### config.mk
export PLATFORM = sky130hd
export DESIGN_NAME = color_count_select_flat
export DESIGN_NICKNAME = d
export VERILOG_FILES = /design/src/rtl/flood_pkg.sv /design/src/rtl/color_count_select_if.sv /design/src/rtl/color_count_select_button_debounce.sv /design/src/rtl/color_count_select.sv /design/src/flat_wrapper.sv
export SDC_FILE = /design/constraint.sdc
export NUM_CORES = 1
export LEC_CHECK = 0
export CAP_MARGIN = 0
export CORE_MARGIN = 1
export CORE_UTILIZATION = 60
export DETAILED_ROUTE_END_ITERATION = 10
export PLACE_DENSITY = 0.78
export SYNTH_ARGS = -nofsm -noshare
export SYNTH_HDL_FRONTEND = slang
export SYNTH_SLANG_ARGS = --single-unit
### constraint.sdc
create_clock -name clk -period 3.1 [get_ports clk]
set_input_delay 0.465 -clock clk [delete_from_list [all_inputs] [get_ports clk]]
set_output_delay 0.465 -clock clk [all_outputs]
set_load 0.01 [all_outputs]
### src/rtl/flood_pkg.sv
// Shared definitions for the colour-count / game-start front end:
// FSM state encoding, count width, default colour range and the count step rule.
package flood_pkg;

  typedef enum logic [1:0] {
    SELECT  = 2'd0,
    REQUEST = 2'd1,
    PLAYING = 2'd2
  } state_e;

  localparam int COLOR_NUM_W        = 4;
  localparam int DEF_MIN_COLORS     = 3;
  localparam int DEF_MAX_COLORS     = 8;
  localparam int DEF_DEFAULT_COLORS = 6;

  // Next colour count for one cycle of up/down pulses; opposing pulses cancel.
  function automatic logic [COLOR_NUM_W-1:0] step_count(
    input logic [COLOR_NUM_W-1:0] cur,
    input logic                   up,
    input logic                   down,
    input logic [COLOR_NUM_W-1:0] lo,
    input logic [COLOR_NUM_W-1:0] hi,
    input logic                   wrap
  );
    logic [COLOR_NUM_W-1:0] nxt;
    nxt = cur;
    if (up && !down) begin
      if (cur >= hi) nxt = wrap ? lo : hi;
      else           nxt = cur + 1'b1;
    end else if (down && !up) begin
      if (cur <= lo) nxt = wrap ? hi : lo;
      else           nxt = cur - 1'b1;
    end
    return nxt;
  endfunction

endpackage

### src/rtl/color_count_select_if.sv
// Button / board-logic bundle for color_count_select.
// master: the board side (buttons, ACK, GAME_OVER); slave: the selector itself.
interface color_count_select_if;
  import flood_pkg::*;

  logic                   btn_up;
  logic                   btn_down;
  logic                   btn_center;
  logic                   ACK_BEGIN_GAME;
  logic                   GAME_OVER;
  logic [COLOR_NUM_W-1:0] final_COLOR_NUM;
  logic                   BEGIN_GAME;
  logic                   select_active;

  modport master (
    output btn_up, btn_down, btn_center, ACK_BEGIN_GAME, GAME_OVER,
    input  final_COLOR_NUM, BEGIN_GAME, select_active
  );

  modport slave (
    input  btn_up, btn_down, btn_center, ACK_BEGIN_GAME, GAME_OVER,
    output final_COLOR_NUM, BEGIN_GAME, select_active
  );
endinterface

### src/rtl/color_count_select_button_debounce.sv
// button_debounce: 2-FF synchronizer, stability counter and rising-edge press pulse.
// The accepted level flips only after DEBOUNCE_CYCLES consecutive samples that
// disagree with it; press is a one-cycle pulse on each accepted 0->1 change.
module button_debounce #(
  parameter int DEBOUNCE_CYCLES = 1_000_000
) (
  input  logic clk,
  input  logic rst,
  input  logic btn_raw,
  output logic level,
  output logic press
);

  localparam int CNT_W = (DEBOUNCE_CYCLES < 2) ? 1 : $clog2(DEBOUNCE_CYCLES);

  logic             sync1_q;
  logic             sync2_q;
  logic             level_q;
  logic             level_dly_q;
  logic             press_q;
  logic [CNT_W-1:0] cnt_q;

  // Synchronize, count disagreeing samples, accept the new level, and edge-detect it.
  // NOTE: every register here is assigned with <= so all of them update from
  // the same pre-edge values; blocking assignments would chain the two sync stages.
  always_ff @(posedge clk) begin
    if (rst) begin
      sync1_q     <= 1'b0;
      sync2_q     <= 1'b0;
      level_q     <= 1'b0;
      level_dly_q <= 1'b0;
      press_q     <= 1'b0;
      cnt_q       <= '0;
    end else begin
      sync1_q     <= btn_raw;
      sync2_q     <= sync1_q;
      level_dly_q <= level_q;
      press_q     <= level_q & ~level_dly_q;
      if (sync2_q != level_q) begin
        if (cnt_q == CNT_W'(DEBOUNCE_CYCLES - 1)) begin
          level_q <= sync2_q;
          cnt_q   <= '0;
        end else begin
          cnt_q <= cnt_q + 1'b1;
        end
      end else begin
        cnt_q <= '0;
      end
    end
  end

  assign level = level_q;
  assign press = press_q;

endmodule

### src/rtl/color_count_select.sv
// color_count_select: debounced up/down/centre buttons drive the selectable
// colour count and the BEGIN_GAME request/ack handshake with the board logic.
// Build option: define COLOR_WRAP_EN to wrap the count at its limits instead
// of saturating.
module color_count_select
  import flood_pkg::*;
#(
  parameter int DEBOUNCE_CYCLES = 1_000_000,
  parameter int MIN_COLORS      = DEF_MIN_COLORS,
  parameter int MAX_COLORS      = DEF_MAX_COLORS,
  parameter int DEFAULT_COLORS  = DEF_DEFAULT_COLORS
) (
  input logic                 clk,
  input logic                 rst,
  color_count_select_if.slave bus
);

  localparam logic [COLOR_NUM_W-1:0] MIN_C = COLOR_NUM_W'(MIN_COLORS);
  localparam logic [COLOR_NUM_W-1:0] MAX_C = COLOR_NUM_W'(MAX_COLORS);
  localparam logic [COLOR_NUM_W-1:0] DEF_C = COLOR_NUM_W'(DEFAULT_COLORS);

`ifdef COLOR_WRAP_EN
  localparam logic WRAP_EN = 1'b1;
`else
  localparam logic WRAP_EN = 1'b0;
`endif

  if (MAX_COLORS > 15 || MIN_COLORS > MAX_COLORS ||
      DEFAULT_COLORS < MIN_COLORS || DEFAULT_COLORS > MAX_COLORS) begin : g_bad_cfg
    $error("color_count_select: illegal colour range parameters");
  end

  logic up_press;
  logic down_press;
  logic center_press;
  logic unused_up_level;
  logic unused_down_level;
  logic unused_center_level;

  button_debounce #(.DEBOUNCE_CYCLES(DEBOUNCE_CYCLES)) u_db_up (
    .clk(clk), .rst(rst), .btn_raw(bus.btn_up),
    .level(unused_up_level), .press(up_press)
  );

  button_debounce #(.DEBOUNCE_CYCLES(DEBOUNCE_CYCLES)) u_db_down (
    .clk(clk), .rst(rst), .btn_raw(bus.btn_down),
    .level(unused_down_level), .press(down_press)
  );

  button_debounce #(.DEBOUNCE_CYCLES(DEBOUNCE_CYCLES)) u_db_center (
    .clk(clk), .rst(rst), .btn_raw(bus.btn_center),
    .level(unused_center_level), .press(center_press)
  );

  state_e                 state_q;
  logic [COLOR_NUM_W-1:0] count_q;
  logic                   begin_q;
  logic                   active_q;

  // Game-start FSM with the count register; all outputs are registered.
  always_ff @(posedge clk) begin
    if (rst) begin
      state_q  <= SELECT;
      count_q  <= DEF_C;
      begin_q  <= 1'b0;
      active_q <= 1'b1;
    end else begin
      unique case (state_q)
        SELECT: begin
          if (center_press) begin
            state_q  <= REQUEST;
            begin_q  <= 1'b1;
            active_q <= 1'b0;
          end else begin
            count_q <= step_count(count_q, up_press, down_press, MIN_C, MAX_C, WRAP_EN);
          end
        end
        REQUEST: begin
          if (bus.ACK_BEGIN_GAME) begin
            state_q <= PLAYING;
            begin_q <= 1'b0;
          end
        end
        PLAYING: begin
          if (bus.GAME_OVER) begin
            state_q  <= SELECT;
            active_q <= 1'b1;
          end
        end
        default: begin
          state_q  <= SELECT;
          begin_q  <= 1'b0;
          active_q <= 1'b1;
        end
      endcase
    end
  end

  assign bus.final_COLOR_NUM = count_q;
  assign bus.BEGIN_GAME      = begin_q;
  assign bus.select_active   = active_q;

endmodule

### src/flat_wrapper.sv
// flat-port wrapper written by rule: the top's interface ports become plain ports
module color_count_select_flat import flood_pkg::*;
#(
  parameter int DEBOUNCE_CYCLES = 1_000_000,
  parameter int MIN_COLORS      = DEF_MIN_COLORS,
  parameter int MAX_COLORS      = DEF_MAX_COLORS,
  parameter int DEFAULT_COLORS  = DEF_DEFAULT_COLORS
)
  (clk, rst, bus_btn_up, bus_btn_down, bus_btn_center, bus_ACK_BEGIN_GAME, bus_GAME_OVER, bus_final_COLOR_NUM, bus_BEGIN_GAME, bus_select_active);
  color_count_select_if bus_i ();
  input logic clk;
  input logic rst;
  input wire logic [$bits(bus_i.btn_up)-1:0] bus_btn_up;
  input wire logic [$bits(bus_i.btn_down)-1:0] bus_btn_down;
  input wire logic [$bits(bus_i.btn_center)-1:0] bus_btn_center;
  input wire logic [$bits(bus_i.ACK_BEGIN_GAME)-1:0] bus_ACK_BEGIN_GAME;
  input wire logic [$bits(bus_i.GAME_OVER)-1:0] bus_GAME_OVER;
  output wire logic [$bits(bus_i.final_COLOR_NUM)-1:0] bus_final_COLOR_NUM;
  output wire logic [$bits(bus_i.BEGIN_GAME)-1:0] bus_BEGIN_GAME;
  output wire logic [$bits(bus_i.select_active)-1:0] bus_select_active;
  assign bus_i.btn_up = bus_btn_up;
  assign bus_i.btn_down = bus_btn_down;
  assign bus_i.btn_center = bus_btn_center;
  assign bus_i.ACK_BEGIN_GAME = bus_ACK_BEGIN_GAME;
  assign bus_i.GAME_OVER = bus_GAME_OVER;
  assign bus_final_COLOR_NUM = bus_i.final_COLOR_NUM;
  assign bus_BEGIN_GAME = bus_i.BEGIN_GAME;
  assign bus_select_active = bus_i.select_active;
  color_count_select #(.DEBOUNCE_CYCLES(DEBOUNCE_CYCLES), .MIN_COLORS(MIN_COLORS), .MAX_COLORS(MAX_COLORS), .DEFAULT_COLORS(DEFAULT_COLORS)) u_core (.clk(clk), .rst(rst), .bus(bus_i));
endmodule
**Word-level counts from Yosys, hierarchy flattened**

Index checks and enable logic that the tools add are counted.

- Magnitude comparators: 2
- Multipliers: 0
- Mux-type cells: 14
- Shifts and indexed selects: 0
- Equal/unequal tests: 11
- Div/mod/pow operators: 0
- Add/subtract/negate cells: 5
- Bitwise logic cells: 12
- Reduce and logical (&&, ||, !) cells: 16

Operator list:

| kind | count |
|---|---|
| $add A20 B1 Y20 const B | 3 |
| $eq A20 B20 Y1 const B | 3 |
| $mux W4 | 4 |
| $reduce_and A3 Y1 | 4 |
| $not A1 Y1 | 9 |
| $reduce_or A3 Y1 | 3 |
| $mux W2 | 3 |
| $ne A2 B2 Y1 const B | 3 |
| $pmux W1 S3 | 2 |
| $pmux W2 S3 | 1 |
| $reduce_and A2 Y1 | 3 |
| $add A4 B1 Y4 const B | 1 |
| $ge A4 B4 Y1 const B | 1 |
| $le A4 B2 Y1 const B | 1 |
| $mux W1 | 4 |
| $sub A4 B1 Y4 const B | 1 |
| $and A1 B1 Y1 | 3 |
| $ne A1 B1 Y1 | 3 |
| $eq A2 B1 Y1 const B | 1 |
| $eq A2 B2 Y1 const B | 1 |
| $logic_and A1 B1 Y1 | 2 |
| $logic_not A1 Y1 | 2 |
| $logic_not A2 Y1 | 1 |
| $reduce_bool A2 Y1 | 1 |

- Latch bits: 0
- RAM bits: 0
- Memories: 0
- Memory bits (read-only): 0
- Bits in registers: 83

**Logic depth before layout (Yosys ltp)**

Gate-level depths: netlist of the first run.

- Depth after elaboration: 4
- Gate-level depth with buffers: 7

**By module**

Synthesis of the first run repeated with hierarchy kept, for this count alone.

- Cells, all modules: 411
- Area, all modules: 3676.0 µm²

By module, submodules not included:

| module | sequential area each (µm²) | cells an instance | instances | area each (µm²) |
|---|---|---|---|---|
| button_debounce | 500.5 | 119 | 3 | 1074.8 |
| color_count_select | 160.2 | 54 | 1 | 451.7 |

**Worst setup path after synthesis of the first run**

OpenSTA, ideal clock, no wires.

- Path kind: flip-flop to flip-flop
- From: register u_core.u_db_center.cnt_q[0]
- To: register u_core.u_db_center.cnt_q[18]
- Setup slack: 1.180 ns
- Cell stages (with the launch flop): 7
- Arrival time: 1.850 ns
- Setup time: 0.070 ns
- Buffers on the path: 1
- Clock period less this slack: 1.920 ns
- Cells stage by stage: dfxtp_1 > ha_1 > nand2_1 > or4_1 > clkbuf_1 > or4_1 > a21oi_1

- Longest elaborated chain between the ends: 2

Ends and longest elaborated chain:

| what | RTL line | RTL |
|---|---|---|
| start: declaration | color_count_select_button_debounce.sv:21 | `logic [CNT_W-1:0] cnt_q;` |
| start signal: assignment | color_count_select_button_debounce.sv:44 | `cnt_q <= cnt_q + 1'b1;` |
| branches (longest 2 deep; another with $add A20 B1 Y20) | -- |  |

Several ways; the timed one is not identified.
A chain may end at the register's enable or synchronous reset.

**Worst setup path in the final report of the first run**

- From: register u_core.u_db_center.cnt_q[10]
- To: register u_core.u_db_center.cnt_q[5]

- Longest elaborated chain between the ends: 2

Ends and longest elaborated chain:

| what | RTL line | RTL |
|---|---|---|
| $eq A20 B20 Y1 | color_count_select_button_debounce.sv:40 | `if (cnt_q == CNT_W'(DEBOUNCE_CYCLES - 1)) begin` |
| $reduce_or A3 Y1 (no source line) | -- |  |

Every way passes these cells.

==> results.tsv, run 1 <==
metric	value	unit
cap_violations	0	
yosysWarnings	0	
critPathSlowestCell	or4_4	
vias_per_cell	5.78	
crit_start	u_core.u_db_center.cnt_q[10]	
fp.dieH	79.6	um
cts_buffers	9	
synth_edf_count	0	
fmax	468	MHz
syn_avg_cell_area	8.82	um2
synth_top_flop_cell	dfxtp_1	
path_clk_slew	0.08	ns
antenna_left	0	
critical_path_buf_inv_count	0	
post-cts-setup-buffer-count	0	
grt_max_degree	20	
postCtsHoldBufs	0	
setup.worst_path.end_class	flop	
placementRows	27	
synth-seq-cells	83	
final_util	0.706	
gp_congestion	0.782	
grt_setup_unrepaired	no	
wl_per_cell	13.2	um
startpoint_type	flop	
grt_overflow	0	
hold_path_class	flop to flop	
path_max_fanout	19	
io-pin-count	13	
cp.arrival	2.35	ns
path_cells	or4_1, or4_4, o21ai_4, nor2_1	
grt_pass1_wl	11500	um
clock_latency	0.35	ns
crit_type	flop to flop	
gr-usage-all-layers	0.234	
drv_slew	0	
r2r_start	u_core.u_db_center.cnt_q[10]	
period_minus_slack	2.14	ns
async_flop_share	0	
cts_buffer_depth	2	
cpLargestDelayFamily	simple AND/OR/NAND/NOR gates	
cpPeakStageDelay	0.56	ns
drc	0	
layout-drive-gt1-share	0.0612	
drt-total-wl	6550	um
grt_pass1_vias	2653	
antenna_found_initial	0	
cts-htree-levels	3	
drt_iter0_drc	82	
nets	434	
port_buffers	12	
outcome	finished, final reports clean	
fin_tns_setup	0	ns
worst_pin_slew	0.768	ns
root_buffer	clkbuf_8	
p_leak	0.00123	uW
finalCritPeriodShare	0.689	
tritoncts	built	
seq_area_frac_synth	0.460	
start_util	0.641	
die_w	79.6	um
place_hpwl	4360	um
num_vias	2875	
cts_sinks	83	
hold_start	u_core.u_db_up.level_dly_q	
setup_viol	0	
drt-pass1-iter-count	4	
syn-num-nets	423	
skew	0.00702	ns
syn_inst	410	
crit_required	3.31	ns
syn2layout_area_growth	10.2	%
antennaDiodeCount	0	
power_density	481	nW/um2
die-area	6340	um2
synth_area	3610	um2
core_area	5640	um2
ys_types	44	
finalHoldViolations	0	
max-vdd-ir-drop	0.000328	V
slew_headroom	0.488	
cts-resized-gates	0	
[worst reg2reg max path, delay by kind of cell, from the launching register on]
kind             cells  cell delay [ns]
AO/OA/AOI/OAI        1             0.44
AND/OR/NAND/NOR      3             1.22
flip-flops           1             0.34
[sequential cells by signal (all words and copies together), names as in the netlist, 2 cells and up]
signal,cells
u_core.u_db_up.cnt_q,20
u_core.u_db_down.cnt_q,20
u_core.state_q,2
u_core.u_db_center.cnt_q,20
u_core.bus.final_COLOR_NUM,4
[path summary, 6_finish.rpt]
kind,end,slack [ns],cells after the start
setup reg to reg,u_core.u_db_center.cnt_q[5],0.96,4
hold / removal,u_core.u_db_up.press,0.40,1
hold reg to reg,u_core.u_db_up.press,0.40,1
setup / recovery,u_core.u_db_center.cnt_q[5],0.96,4
[synthesized netlist by cell type, types with 13 or more instances]
master	instances	area [um2]
xor2_1	20	175
nor2_1	51	191
or4_1	15	113
a21oi_1	27	135
nor2b_1	13	81.3
dfxtp_1	83	1660
xnor2_1	18	158
inv_1	18	67.6
nand2_1	22	82.6
nand3_1	23	115
o21ai_0	15	75.1
[cell families after synthesis]
family                     synth area share
buffers and inverters                0.0356
and+or+nand+nor                       0.286
adders and majority gates            0.0208
xor gates and xnor gates             0.0921
AOI/OAI and AO/OA                     0.106
DFF                                   0.460
[routing by layer]
layer | GRT usage | up-vias | share of wire
met4 | 0.120 | 0 | 0.021
li1 | - | 1472 | -
met2 | 0.376 | 48 | 0.45
met3 | 0.0514 | 8 | 0.028
met1 | 0.292 | 1347 | 0.50
met5 | 0 | - | 0
[layout by cell type (no fill, tap or decap), drive strengths merged, types with 2 or more instances in the layout]
cell type / n
dfxtp: 83
nor2: 51
a21oi: 27
nand3: 24
nand2: 22
xor2: 20
inv: 18
xnor2: 18
o21ai: 18
or4: 16
clkbuf: 14
nor2b: 13
or3: 13
clkdlybuf4s50: 12
nand4: 11
o31ai: 10
and3: 7
nor4: 6
ha: 6
and2: 5
nor3: 5
and4: 5
nand2b: 3
or4b: 3
nor4b: 2
o22ai: 2
[layout make-up]
cell class                      instances  area, um2
Timing Repair Buffer                   13        128
Clock inverter                          1       30.0
Fill cell                             458       1660
Sequential cell                        83       1660
Clock buffer                           14        183
Multi-Input combinational cell        296       1820
Tap cell                               72       90.1
Inverter                               18       67.6
[metrics by stage]
| step | cells | instance area, um2 | setup WS, ns | power, uW | hold slack, ns |
|---|---|---|---|---|---|
| floorplan | 410 | 3610 | 1.18 | 1110 | 0.367 |
| global placement | 482 | 3770 | 1.02 | 1130 | 0.372 |
| detailed placement | 482 | 3770 | 0.996 | 1130 | 0.379 |
| CTS | 497 | 3980 | 0.945 | 1930 | 0.397 |
| global route | 497 | 3980 | 0.814 | 1980 | 0.423 |
| finish | 497 | 3980 | 0.965 | 1920 | 0.404 |
[where the power goes]
group          leakage (uW)  internal (uW)  switching, uW
Sequential         0.000670           1070           2.77
Clock              0.000109            457            358
Combinational      0.000455           12.2           15.6
Power figures use the tool's default switching activity.
==> run 2: changes to the inputs <==
--- a/config.mk
+++ b/config.mk
@@ -7,9 +7,9 @@
 export LEC_CHECK = 0
 export CAP_MARGIN = 0
 export CORE_MARGIN = 1
-export CORE_UTILIZATION = 60
+export CORE_UTILIZATION = 54
 export DETAILED_ROUTE_END_ITERATION = 10
-export PLACE_DENSITY = 0.78
+export PLACE_DENSITY = 0.75
 export SYNTH_ARGS = -nofsm -noshare
 export SYNTH_HDL_FRONTEND = slang
 export SYNTH_SLANG_ARGS = --single-unit
==> constraint.sdc (replaced) <==
create_clock -name clk -period 1.8 [get_ports clk]
set_input_delay 0.27 -clock clk [delete_from_list [all_inputs] [get_ports clk]]
set_output_delay 0.27 -clock clk [all_outputs]
set_load 0.01 [all_outputs]
==> run 2 against run 1 <==
Against the previous run:
- critical endpoint is now u_core.u_db_center.level
- design area increased by 10%
- largest cell class unchanged
- register-to-register slack got worse by 1.1 ns
- power increased by 58%
- sequential share of layout area decreased by 3.6 points
- final cell count increased by 9.1%
- the flow now finishes with violations (negative setup slack)
- non-clock buffer count increased by 43
- highest routed layer unchanged
==> results.tsv, run 2 (same netlist as run 1, synthesis figures left out) <==
metric	value	unit
p_clk_frac	0.370	
gr-usage-all-layers	0.208	
path_max_fanout	3	
worst_pin_slew	0.353	ns
nets	477	
cts_buffer_depth	2	
core_area	6420	um2
cts_buffers	9	
outcome	finished, violations left	
drv_slew	0	
setup_viol	20	
crit_start	u_core.u_db_center.cnt_q[8]	
finalCritPeriodShare	1.06	
grt_pass1_wl	12000	um
drt_iter0_drc	118	
crit_required	2.07	ns
port_buffers	12	
fin_cells	542	
netSwitchingPower	607	uW
cts-htree-levels	3	
clock_latency	0.34	ns
internal_power	2420	uW
violations	negative setup slack	
tritoncts	built	
postCtsHoldBufs	0	
nFillCells	507	
slew_headroom	0.758	
switching_share	0.200	
die-area	7020	um2
layout-drive-gt1-share	0.191	
drt-total-wl	6920	um
syn2layout_area_growth	21.3	%
startpoint_type	flop	
grt_overflow	0	
fmax	526	MHz
critPathSlowestCell	or4_4	
vias_per_cell	5.59	
antenna_left	0	
io-pin-count	13	
p_leak	0.00145	uW
cap_violations	0	
max-vdd-ir-drop	0.000504	V
final_util	0.682	
hold_path_class	flop to flop	
cpPeakStageDelay	0.55	ns
wl_per_cell	12.8	um
crit_type	flop to flop	
hold_start	u_core.u_db_center.level_dly_q	
skew	0.00890	ns
path_cells	or4_4, or4_4, or3_1, a21oi_1	
p_seq_frac	0.610	
period_minus_slack	1.90	ns
antenna_found_initial	0	
drc	0	
num_vias	3029	
drt-pass1-iter-count	4	
grt_pass1_vias	2875	
final_common_cell	dfxtp_1	
root_buffer	clkbuf_8	
cts_sinks	83	
final_cell_mix	76 x dfxtp_1, 51 x nor2_1, 41 x buf_4	
place_hpwl	4920	um
top_regs	u_core.u_db_center.cnt_q (20), u_core.u_db_down.cnt_q (20), u_core.u_db_up.cnt_q (20)	
placementRows	29	
fin_tns_setup	-1.63	ns
setup_slack	-0.0996	ns
comb_power_share	0.020	
gp_congestion	0.799	
finalHoldViolations	0	
die_w	83.8	um
grt_setup_unrepaired	yes	
power_density	691	nW/um2
dp_cells	528	
fp.dieH	83.8	um
cp.arrival	2.17	ns
setup.worst_path.end_class	flop	
path_clk_slew	0.07	ns
grt_max_degree	20	
antennaDiodeCount	0	
start_util	0.563	
r2r_start	u_core.u_db_center.cnt_q[8]	
cp_common_cell	or4_4	
-- run 2: power groups by stage --
stage                     Combinational (uW)  Clock [uW]  Sequential (uW)
final                                   60.1        1120             1850
after global routing                    66.5        1230             1850
after CTS                               60.3        1150             1850
after detailed placement                60.2           0             1890
after global placement                  59.8           0             1890
after floorplan                         29.4           0             1890
-- run 2: what timing repair did --
item / in CTS / in global routing
setup buffers: 0 / 2
gates cloned: 0 / 0
pin swaps: 1 / 6
resized for setup: 3 / 19
setup endpoints to repair: 22 / 41
-- run 2: area by class of cell --
cell class,instances,area [um2],share of cell area
clock buffers,12,155,0.0354
inverters,18,67.6,0.0154
multi-input cells,296,1910,0.435
flip-flops and latches,83,1670,0.381
well taps,77,96.3,0.0220
repair buffers,56,488,0.111
-- run 2: metal layers --
layer	up-vias	GRT usage	routed length (um)
met4	0	0.0643	88
li1	1553	-	-
met3	10	0.0584	222
met2	33	0.355	3310
met1	1433	0.255	3300
met5	-	0	0
-- run 2: through the flow --
stage | area (um2) | power (uW) | worst slack, ns | hold WS [ns]
2_1_floorplan | 3640 | 1920 | -0.0973 | 0.367
3_3_place_gp | 4140 | 1950 | -0.0492 | 0.374
3_5_place_dp | 4140 | 1950 | -0.101 | 0.381
4_1_cts | 4310 | 3060 | -0.123 | 0.385
5_1_grt | 4380 | 3140 | -0.168 | 0.395
6_report | 4380 | 3030 | -0.0996 | 0.378
-- run 2: final timing paths --
path         cells past startpoint  slack, ns                       end
min                              1       0.38  u_core.u_db_center.press
max reg2reg                      4       -0.1  u_core.u_db_center.level
min reg2reg                      1       0.38  u_core.u_db_center.press
max                              4       -0.1  u_core.u_db_center.level
-- run 2: worst max-delay path, delay by kind of cell, from the launching register on --
kind,cells,cell delay [ns]
AND/OR/NAND/NOR,3,1.40
flip-flops,1,0.32
AO/OA/AOI/OAI,1,0.12
==> run 3: changes to the inputs <==
--- a/config.mk
+++ b/config.mk
@@ -10,6 +10,7 @@
 export CORE_UTILIZATION = 54
 export DETAILED_ROUTE_END_ITERATION = 10
 export PLACE_DENSITY = 0.75
+export SLEW_MARGIN = 10
 export SYNTH_ARGS = -nofsm -noshare
 export SYNTH_HDL_FRONTEND = slang
 export SYNTH_SLANG_ARGS = --single-unit
==> results of run 3 <==
Final layout, timing and power as in run 2 (identical DEF).
